[src/rtl/song_address_calc.sv]
// song_address_calc: ZBT word address generator for recording and playing songs.
// It advances one word for every three AC97 samples. It keeps a recorded length
// for each song slot, so playback stops at the last word that was recorded.
module song_address_calc #(
    parameter int unsigned BANK_AW   = 19,
    parameter int unsigned SLOT_BITS = 3
) (
    input  logic               clk,
    input  logic               reset,
    input  logic               ready,
    input  logic               start_song,
    input  logic [3:0]         song_choice,
    input  logic               record_mode,
    input  logic               pause_song,
    output logic [BANK_AW-1:0] addr0,
    output logic [BANK_AW-1:0] addr1,
    output logic               song_done
);

    localparam int unsigned OW = BANK_AW - SLOT_BITS;
    localparam int unsigned LW = OW + 1;

    typedef enum logic [1:0] {IDLE, RECORD, PLAY, DONE} state_t;

    state_t          state, state_n;
    logic [3:0]      cur_choice, choice_n;
    logic [1:0]      phase, phase_n;
    logic [OW-1:0]   offset, offset_n;
    logic            done_n;
    logic [LW-1:0]   len_tab [16];
    logic            len_we;
    logic [3:0]      len_idx;
    logic [LW-1:0]   len_wdata;
    logic [LW-1:0]   offset_inc;
    logic            advance;
    logic [BANK_AW-1:0] slot_addr;
    logic [BANK_AW-1:0] addr0_n, addr1_n;

    // State register
    always_ff @(posedge clk) begin
        if (reset) state <= IDLE;
        else       state <= state_n;
    end

    // Next-state logic: start_song takes priority; pause masks ready; DONE and IDLE ignore ready
    always_comb begin
        state_n    = state;
        choice_n   = cur_choice;
        phase_n    = phase;
        offset_n   = offset;
        done_n     = song_done;
        len_we     = 1'b0;
        len_idx    = cur_choice;
        len_wdata  = '0;
        offset_inc = LW'(offset) + LW'(1);
        advance    = ready && !pause_song && (state == RECORD || state == PLAY);

        if (start_song) begin
            choice_n = song_choice;
            phase_n  = 2'd0;
            offset_n = '0;
            done_n   = 1'b0;
            if (record_mode) begin
                state_n   = RECORD;
                len_we    = 1'b1;
                len_idx   = song_choice;
                len_wdata = '0;
            end else if (len_tab[song_choice] == '0) begin
                state_n = DONE;
                done_n  = 1'b1;
            end else begin
                state_n = PLAY;
            end
        end else if (advance) begin
            if (phase != 2'd2) begin
                phase_n = phase + 2'd1;
            end else begin
                phase_n = 2'd0;
                if (state == RECORD) begin
                    len_we    = 1'b1;
                    len_wdata = offset_inc;
                    if (offset == {OW{1'b1}}) begin
                        state_n = DONE;
                        done_n  = 1'b1;
                    end else begin
                        offset_n = offset_inc[OW-1:0];
                    end
                end else begin
                    if (offset_inc == len_tab[cur_choice]) begin
                        state_n = DONE;
                        done_n  = 1'b1;
                    end else begin
                        offset_n = offset_inc[OW-1:0];
                    end
                end
            end
        end

        slot_addr = {choice_n[SLOT_BITS-1:0], offset_n};
        addr0_n   = (state_n != IDLE && !choice_n[3]) ? slot_addr : '0;
        addr1_n   = (state_n != IDLE &&  choice_n[3]) ? slot_addr : '0;
    end

    // Datapath registers, length table, and registered outputs
    always_ff @(posedge clk) begin
        if (reset) begin
            cur_choice <= '0;
            phase      <= '0;
            offset     <= '0;
            song_done  <= 1'b0;
            addr0      <= '0;
            addr1      <= '0;
            for (int i = 0; i < 16; i++) len_tab[i] <= '0;
        end else begin
            cur_choice <= choice_n;
            phase      <= phase_n;
            offset     <= offset_n;
            song_done  <= done_n;
            addr0      <= addr0_n;
            addr1      <= addr1_n;
            if (len_we) len_tab[len_idx] <= len_wdata;
        end
    end

endmodule

[config.mk]
export PLATFORM = sky130hd
export DESIGN_NAME = song_address_calc
export DESIGN_NICKNAME = d
export VERILOG_FILES = /design/src/rtl/song_address_calc.sv
export SDC_FILE = /design/constraint.sdc
export NUM_CORES = 1
export LEC_CHECK = 0
export ABC_AREA = 1
export BUFFER_PORTS_ARGS = -buffer_cell sky130_fd_sc_hd__buf_4
export CORE_ASPECT_RATIO = 2
export CORE_MARGIN = 5
export CORE_UTILIZATION = 50
export CTS_BUF_LIST = sky130_fd_sc_hd__clkbuf_2 sky130_fd_sc_hd__clkbuf_4 sky130_fd_sc_hd__clkbuf_8
export CTS_CLUSTER_SIZE = 40
export DETAILED_ROUTE_END_ITERATION = 7
export PLACE_DENSITY_LB_ADDON = 0.3
export SYNTH_ARGS = -nofsm -noshare
export SYNTH_HDL_FRONTEND = slang
export SYNTH_SLANG_ARGS = --single-unit
[constraint.sdc]
create_clock -name clk -period 6.4 [get_ports clk]
set_clock_uncertainty 0.05 [all_clocks]
set_input_delay 0 -clock clk [delete_from_list [all_inputs] [get_ports clk]]
set_output_delay 0 -clock clk [all_outputs]
set_load 0.02 [all_outputs]
### Word level (Yosys, flattened, before mapping)

Memory sizes are Yosys's and may differ from the RTL's. A register that Yosys moved wholly into a read port is not among the register bits.
Index checks and enable logic that the tools add are counted.

| storage, ports and cells | value |
|---|---|
| register bits after elaboration | 63 |
| bits in writable memories | 272 |
| memories | 1 |

Memories:

| memory | depth | bits a word | read ports | clocked after memory_dff | wr ports | RTL line | text |
|---|---|---|---|---|---|---|---|
| len_tab | 16 | 17 | 2 | 1 | 16 | 30 | `logic [LW-1:0] len_tab [16];` |

| operators by class | value |
|---|---|
| $add $sub $neg | 2 |
| equality and inequality tests | 7 |
| mux-type cells | 44 |
| bitwise gates (word level) | 2 |
| reductions and logical operators | 16 |

Operators with widths:

| kind | number |
|---|---|
| $mux 16 | 6 |
| $mux 17 | 5 |
| $mux 1 | 20 |
| $mux 4 | 5 |
| $add 16x1->17 const B | 1 |
| $eq 17x17->1 | 1 |
| $logic_not 17->1 | 1 |
| $reduce_or 17->1 | 1 |
| $eq 16x16->1 const B | 1 |
| $mux 2 | 8 |
| $reduce_or 2->1 | 3 |
| $logic_and 1x1->1 | 4 |
| $ne 2x2->1 const B | 2 |
| $reduce_and 4->1 | 1 |
| $reduce_bool 2->1 | 2 |
| $ne 3x2->1 const B | 1 |
| $reduce_bool 3->1 | 1 |
| $add 2x1->2 const B | 1 |
| $eq 2x1->1 const B | 1 |
| $eq 2x2->1 const B | 1 |
| $logic_not 1->1 | 2 |
| $not 1->1 | 2 |
| $logic_or 1x1->1 | 1 |

### Logic depth before layout (Yosys ltp)

Gate-level depths: netlist of the first run.

| logic depth | value |
|---|---|
| depth in word-level cells | 11 |
| mapped depth | 24 |
| mapped depth without buffers | 23 |

### Worst setup path after synthesis of the first run

No wires, ideal clock.

| path | value |
|---|---|
| kind | reg-to-reg |
| start | reg state[1] |
| end | mem len_tab[13][0] (netlist bit), enable pin |
| arrival | 2.938 ns |
| required time | 5.976 ns |
| setup slack | 3.039 ns |
| cell stages (with the launch flop) | 13 |
| path buffers | 1 |
| path through | dfxtp_1 > inv_1 > ha_1 > nor3_2 > inv_1 > nor3_4 > inv_1 > nor3_2 > o21ai_2 > nor3_1 > nand2_2 > buf_2 > nand2_1 |

RTL lines:

| what | RTL line | text |
|---|---|---|
| start, declared | 25 | `state_t state, state_n;` |
| start signal, assigned | 42 | `else state <= state_n;` |
| end, declared | 30 |  |

==> results of run 1 <==
[registers in the layout, summed over array words and instances, names as in the netlist]
signal / flops
len_tab: 272
addr0: 19
addr1: 19
offset: 16
cur_choice: 4
phase: 2
state: 2
song_done: 1
[power breakdown]
group | internal (mW) | switching [mW] | total, mW
Sequential | 2.42 | 0.0462 | 2.46
Combinational | 0.153 | 0.418 | 0.571
Clock | 0.945 | 0.855 | 1.80
[what timing repair did]
item / CTS / global route
hold endpoints to repair: 29 / 0
hold buffers: 6 / 0
buffers inserted: 0 / 0
[cell families after synthesis]
group	after synthesis	synth area share (%)
AOI/OAI and AO/OA	283	9.28
buffers and inverters	320	7.61
DFF	335	52.1
and+or+nand+nor	1313	30.4
muxes	3	0.166
xor gates and xnor gates	6	0.291
adders and majority gates	2	0.138
[metal layers]
| layer | vias to the layer above | global-route usage, % |
|---|---|---|
| met2 | 1053 | 52.7 |
| met4 | 0 | 24.9 |
| met3 | 274 | 4.01 |
| met5 | - | 0 |
| met1 | 7683 | 37.2 |
| li1 | 7475 | - |
[final cells by class]
cell class              instances  area [µm²]
clock inverters                16         128
diodes                          1        2.50
clock buffers                  69         862
repair buffers                 86         664
inverters                     172         646
well taps                     450         563
fillers                      3346       16200
multi-input cells            1607        7280
flip-flops and latches        335        9430
[final timing paths]
kind / slack [ps] / endpoint / from / cells after the start
worst max-delay path: 1340 / len_tab[0][2]$_SDFFCE_PN0P_ / state[1]$_SDFF_PP0_ / 14
worst min-delay path: 130 / song_done$_SDFFE_PP0P_ / song_choice[2] / 7
worst max register to register: 1340 / len_tab[0][2]$_SDFFCE_PN0P_ / state[1]$_SDFF_PP0_ / 14
worst min register to register: 500 / phase[1]$_SDFFE_PP0P_ / phase[1]$_SDFFE_PP0P_ / 2
[cells in the mapped netlist, types with 9 or more instances]
library cell | number | share of area, %
inv_1 | 164 | 3.4
clkbuf_1 | 80 | 1.7
nor2_1 | 469 | 9.7
nand4_1 | 9 | 0.31
a31oi_1 | 12 | 0.42
buf_4 | 11 | 0.46
nand2_2 | 21 | 0.73
edfxtp_1 | 272 | 45
or2_2 | 17 | 0.59
o21ai_0 | 119 | 3.3
dfxtp_1 | 63 | 7.0
o211ai_1 | 53 | 2.2
nand3_1 | 252 | 7.0
a21oi_1 | 62 | 1.7
nand2_1 | 515 | 11
buf_2 | 45 | 1.2
[stage by stage]
stage                     hold slack [ps]  area (µm²)  power (mW)  cells
after floorplan                       148       18100        2.88   2262
after global placement                259       18500        3.06   2644
after detailed placement              273       18500        3.06   2644
after CTS                            79.1       19600        4.84   2735
after global routing                  168       19600        4.98   2736
final                                 129       19600        4.84   2736
[critical path: cells and delay by family, from the launching register on]
kind / cells / cell delay, ps
fa+ha+maj: 1 / 300
flops: 1 / 360
buf+inv: 6 / 1680
simple gates: 6 / 2170
compound gates: 1 / 100
==> flow_metrics.tcl, run 1 <==
set metrics [dict create \
    status "finished, final reports clean" \
    cts_buffer_depth 3 \
    first_iter_violations 2019 \
    drc 0 \
    grt_setup_unrepaired "false" \
    required_ps 6590 \
    areaGrowthSynthToFinish_pct 8.26 \
    p_leak_nw 7.60 \
    dieArea_um2 40300 \
    synth-seq-cells 335 \
    fin_util_pct 54.7 \
    hp-class "in2reg" \
    coreArea_um2 35800 \
    drv_slew 0 \
    worst_pin_slew_ps 1180 \
    wl_met3_mm 5.49 \
    fin_crit_sh_pct 79.1 \
    drt_first_pass_iters 6 \
    wl_per_cell_um 23.7 \
    setup_viol 0 \
    num_rows 98 \
    final_cell_mix "nand2_1 (515), nor2_1 (469), edfxtp_1 (272)" \
    grt_overflow 0 \
    ys.flop_type "edfxtp_1" \
    crit_chain "inv_1 > ha_1 > nor3_2 > dlygate4sd3_1 > inv_1 > nor3_4 > inv_1 > nor3_2 > buf_4 > o21ai_2 > nor3_1 > buf_4 > nand2_2 > nand2_1" \
    grt_pass1_vias 15733 \
    initial_utilization_pct 50.5 \
    wl_met1_mm 21.3 \
    fin_ws_ps 1340 \
    syn_nets 2274 \
    clock.fmax_ghz 0.197 \
    path_common_cell "inv_1" \
    htree_levels 2 \
    seq_area_frac_synth_pct 52.1 \
    cpPeakStageDelay_ps 770 \
    maxCapViolations 0 \
    start_kind "flop" \
    io_pins 49 \
    ys_async_sr_fraction_pct 0 \
    avgSynthCellArea_um2 7.99 \
    ctsRootBufferMaster "clkbuf_8" \
    finalWeightedCongestion 1.01 \
    antenna_found_initial 1 \
    ant_nets 0 \
    grt_max_degree 77 \
    vdd_drop_max_uv 238 \
    relSlewSlack_pct 21.4 \
    cts_tree "done" \
    avgViaCountPerCell 6.03 \
    finalWirelength_mm 64.7 \
    crit_fanout 20 \
    dp_slack_ps 1910 \
    die_h_um 279 \
    wl_met2_mm 31.4 \
    cts_buffers 47 \
    critPathCaptureType "flop" \
    cts.sinks 335 \
    path_class "reg2reg" \
    final_common_cell "nand2_1" \
    cp.arrival_ps 5250 \
    yosysWarnings 0 \
    highest_layer "met4" \
    yosysUniqueCellTypes 51 \
    gr-usage-all-layers_pct 32.0 \
    drive_above_1_share_pct 9.67 \
    synth_cells 2262 \
    grt_pass1_wl_mm 96.7 \
    hold_viol_final 0 \
    dp_hpwl_mm 44.8 \
    fin_setup_tns_ps 0 \
    io_buffers 48 \
    synth-edff-count 272 \
    die_w_um 144 \
    syn_area_um2 18100 \
    fin_crit_ps 5060 \
    clock_latency_ps 620 \
    power_density_nw_per_um2 247 \
    crit_slowest_cell "nand2_1" \
    route.vias.total 16485 \
    nets 2261 \
    clkTransAtPathRegs_ps 70 \
    cts_resized 0 \
]
(Power assumes the default switching activity.)
==> inputs of run 2 (changes only) <==
==> constraint.sdc (replaced) <==
create_clock -name clk -period 4.7 [get_ports clk]
set_clock_uncertainty 0.05 [all_clocks]
set_input_delay 0 -clock clk [delete_from_list [all_inputs] [get_ports clk]]
set_output_delay 0 -clock clk [all_outputs]
set_load 0.02 [all_outputs]
==> flow_metrics.tcl, run 2 (synthesized netlist as in run 1, its figures left out) <==
set metrics [dict create \
    status "finished, final reports clean" \
    path_class "reg2reg" \
    worst_pin_slew_ps 1280 \
    crit_fanout 17 \
    areaGrowthSynthToFinish_pct 9.65 \
    dp_slack_ps 942 \
    wl_per_cell_um 22.8 \
    die_h_um 279 \
    dieArea_um2 40300 \
    finalWeightedCongestion 0.984 \
    reg_top3 "len_tab (272), addr0 (19), addr1 (19)" \
    grt_pass1_wl_mm 95.0 \
    stdcell_count 2764 \
    pwr-share-clk_pct 36.7 \
    drive_above_1_share_pct 10.6 \
    dp_hpwl_mm 43.7 \
    htree_levels 2 \
    clock_latency_ps 610 \
    power_density_nw_per_um2 331 \
    route.vias.total 16373 \
    critPathCaptureType "flop" \
    maxCapViolations 0 \
    cp.arrival_ps 4460 \
    grt_pass1_vias 16042 \
    drv_slew 0 \
    top_register "len_tab" \
    nets 2290 \
    cts_tree "done" \
    final_cell_mix "nand2_1 (515), nor2_1 (469), edfxtp_1 (272)" \
    antenna_found_initial 1 \
    ctsRootBufferMaster "clkbuf_8" \
    hold_viol_final 0 \
    required_ps 4870 \
    vdd_drop_max_uv 342 \
    finalWirelength_mm 63.0 \
    reg2reg_slack_ps 410 \
    clock.fmax_ghz 0.233 \
    drt_first_pass_iters 6 \
    cts.sinks 335 \
    ant_nets 0 \
    holdWs_ps 160 \
    largest_reg_flops 272 \
    grt_max_degree 206 \
    combPwrFrac_pct 12.4 \
    dp_cells 2674 \
    grt_overflow 0 \
    p_sw_mw 1.78 \
    cts_buffers 46 \
    start_kind "flop" \
    pwr-share-seq_pct 50.9 \
    coreArea_um2 35800 \
    cts_resized 0 \
    first_iter_violations 2065 \
    setup_viol 0 \
    p_sw_share_pct 27.2 \
    relSlewSlack_pct 14.5 \
    num_rows 98 \
    fin_crit_ps 4290 \
    grt_setup_unrepaired "false" \
    io_pins 49 \
    gr-usage-all-layers_pct 31.2 \
    p_leak_nw 7.73 \
    p_int_mw 4.78 \
    fin_ws_ps 407 \
    die_w_um 144 \
    fin_crit_sh_pct 91.3 \
    clkTransAtPathRegs_ps 70 \
    hp-class "in2reg" \
    final_common_cell "nand2_1" \
    avgViaCountPerCell 5.92 \
    dpl_cell_area_um2 18800 \
    io_buffers 48 \
    drc 0 \
    initial_utilization_pct 50.5 \
    final_cell_area_um2 19800 \
    cts_buffer_depth 3 \
    fin_setup_tns_ps 0 \
]
run 2: stage by stage:
| step | util [%] | power [mW] |
|---|---|---|
| 6_report | 55.4 | 6.57 |
| 5_1_grt | 55.4 | 6.77 |
| 4_1_cts | 55.4 | 6.57 |
| 3_5_place_dp | 52.5 | 4.19 |
| 3_3_place_gp | 52.5 | 4.18 |
| 2_1_floorplan | - | 3.92 |
run 2: worst paths after layout:
kind,start,endpoint,cells after the start
worst max-delay path,state[1]$_SDFF_PP0_,len_tab[8][1]$_SDFFCE_PN0P_,13
worst min register to register,phase[1]$_SDFFE_PP0P_,phase[1]$_SDFFE_PP0P_,2
worst max register to register,state[1]$_SDFF_PP0_,len_tab[8][1]$_SDFFCE_PN0P_,13
worst min-delay path,song_choice[2],song_done$_SDFFE_PP0P_,7
run 2: area by class of cell:
| cell class | instances | area [µm²] |
|---|---|---|
| inverters | 172 | 646 |
| multi-input cells | 1607 | 7280 |
| repair buffers | 116 | 940 |
| clock inverters | 24 | 221 |
| diodes | 1 | 2.50 |
| flip-flops and latches | 335 | 9430 |
| well taps | 450 | 563 |
| clock buffers | 59 | 743 |
| fillers | 3343 | 16000 |
run 2: timing repair:
action / in CTS / in global routing
hold buffers: 6 / 0
hold endpoints to repair: 25 / 0
buffers inserted: 0 / 0
run 2: power groups by stage:
stage	clock network [mW]	logic (mW)	registers, mW
floorplan	0	0.531	3.39
global placement	0	0.781	3.40
detailed placement	0	0.790	3.41
CTS	2.44	0.796	3.34
global route	2.55	0.878	3.35
finish	2.41	0.816	3.34
run 2: worst max-delay path, stage by stage, from the launching register on:
cell and delay, ps:
dfxtp_1 370, inv_1 60, ha_1 300, nor3_2 170, dlygate4sd3_1 600, inv_1 90
nor3_4 350, inv_1 120, nor3_2 340, o21ai_2 160, nor3_1 440, buf_4 220
nand2_2 50, nand2_1 580
run 2: routing by layer:
layer / wire (µm) / track usage [%] / up-vias / share of wire [%]
met5: 0 / 0 / - / 0
met4: 6290 / 25.2 / 0 / 10
met3: 4630 / 5.30 / 288 / 7.4
met2: 31100 / 51.8 / 877 / 49
met1: 20900 / 34.4 / 7683 / 33
li1: - / - / 7525 / -
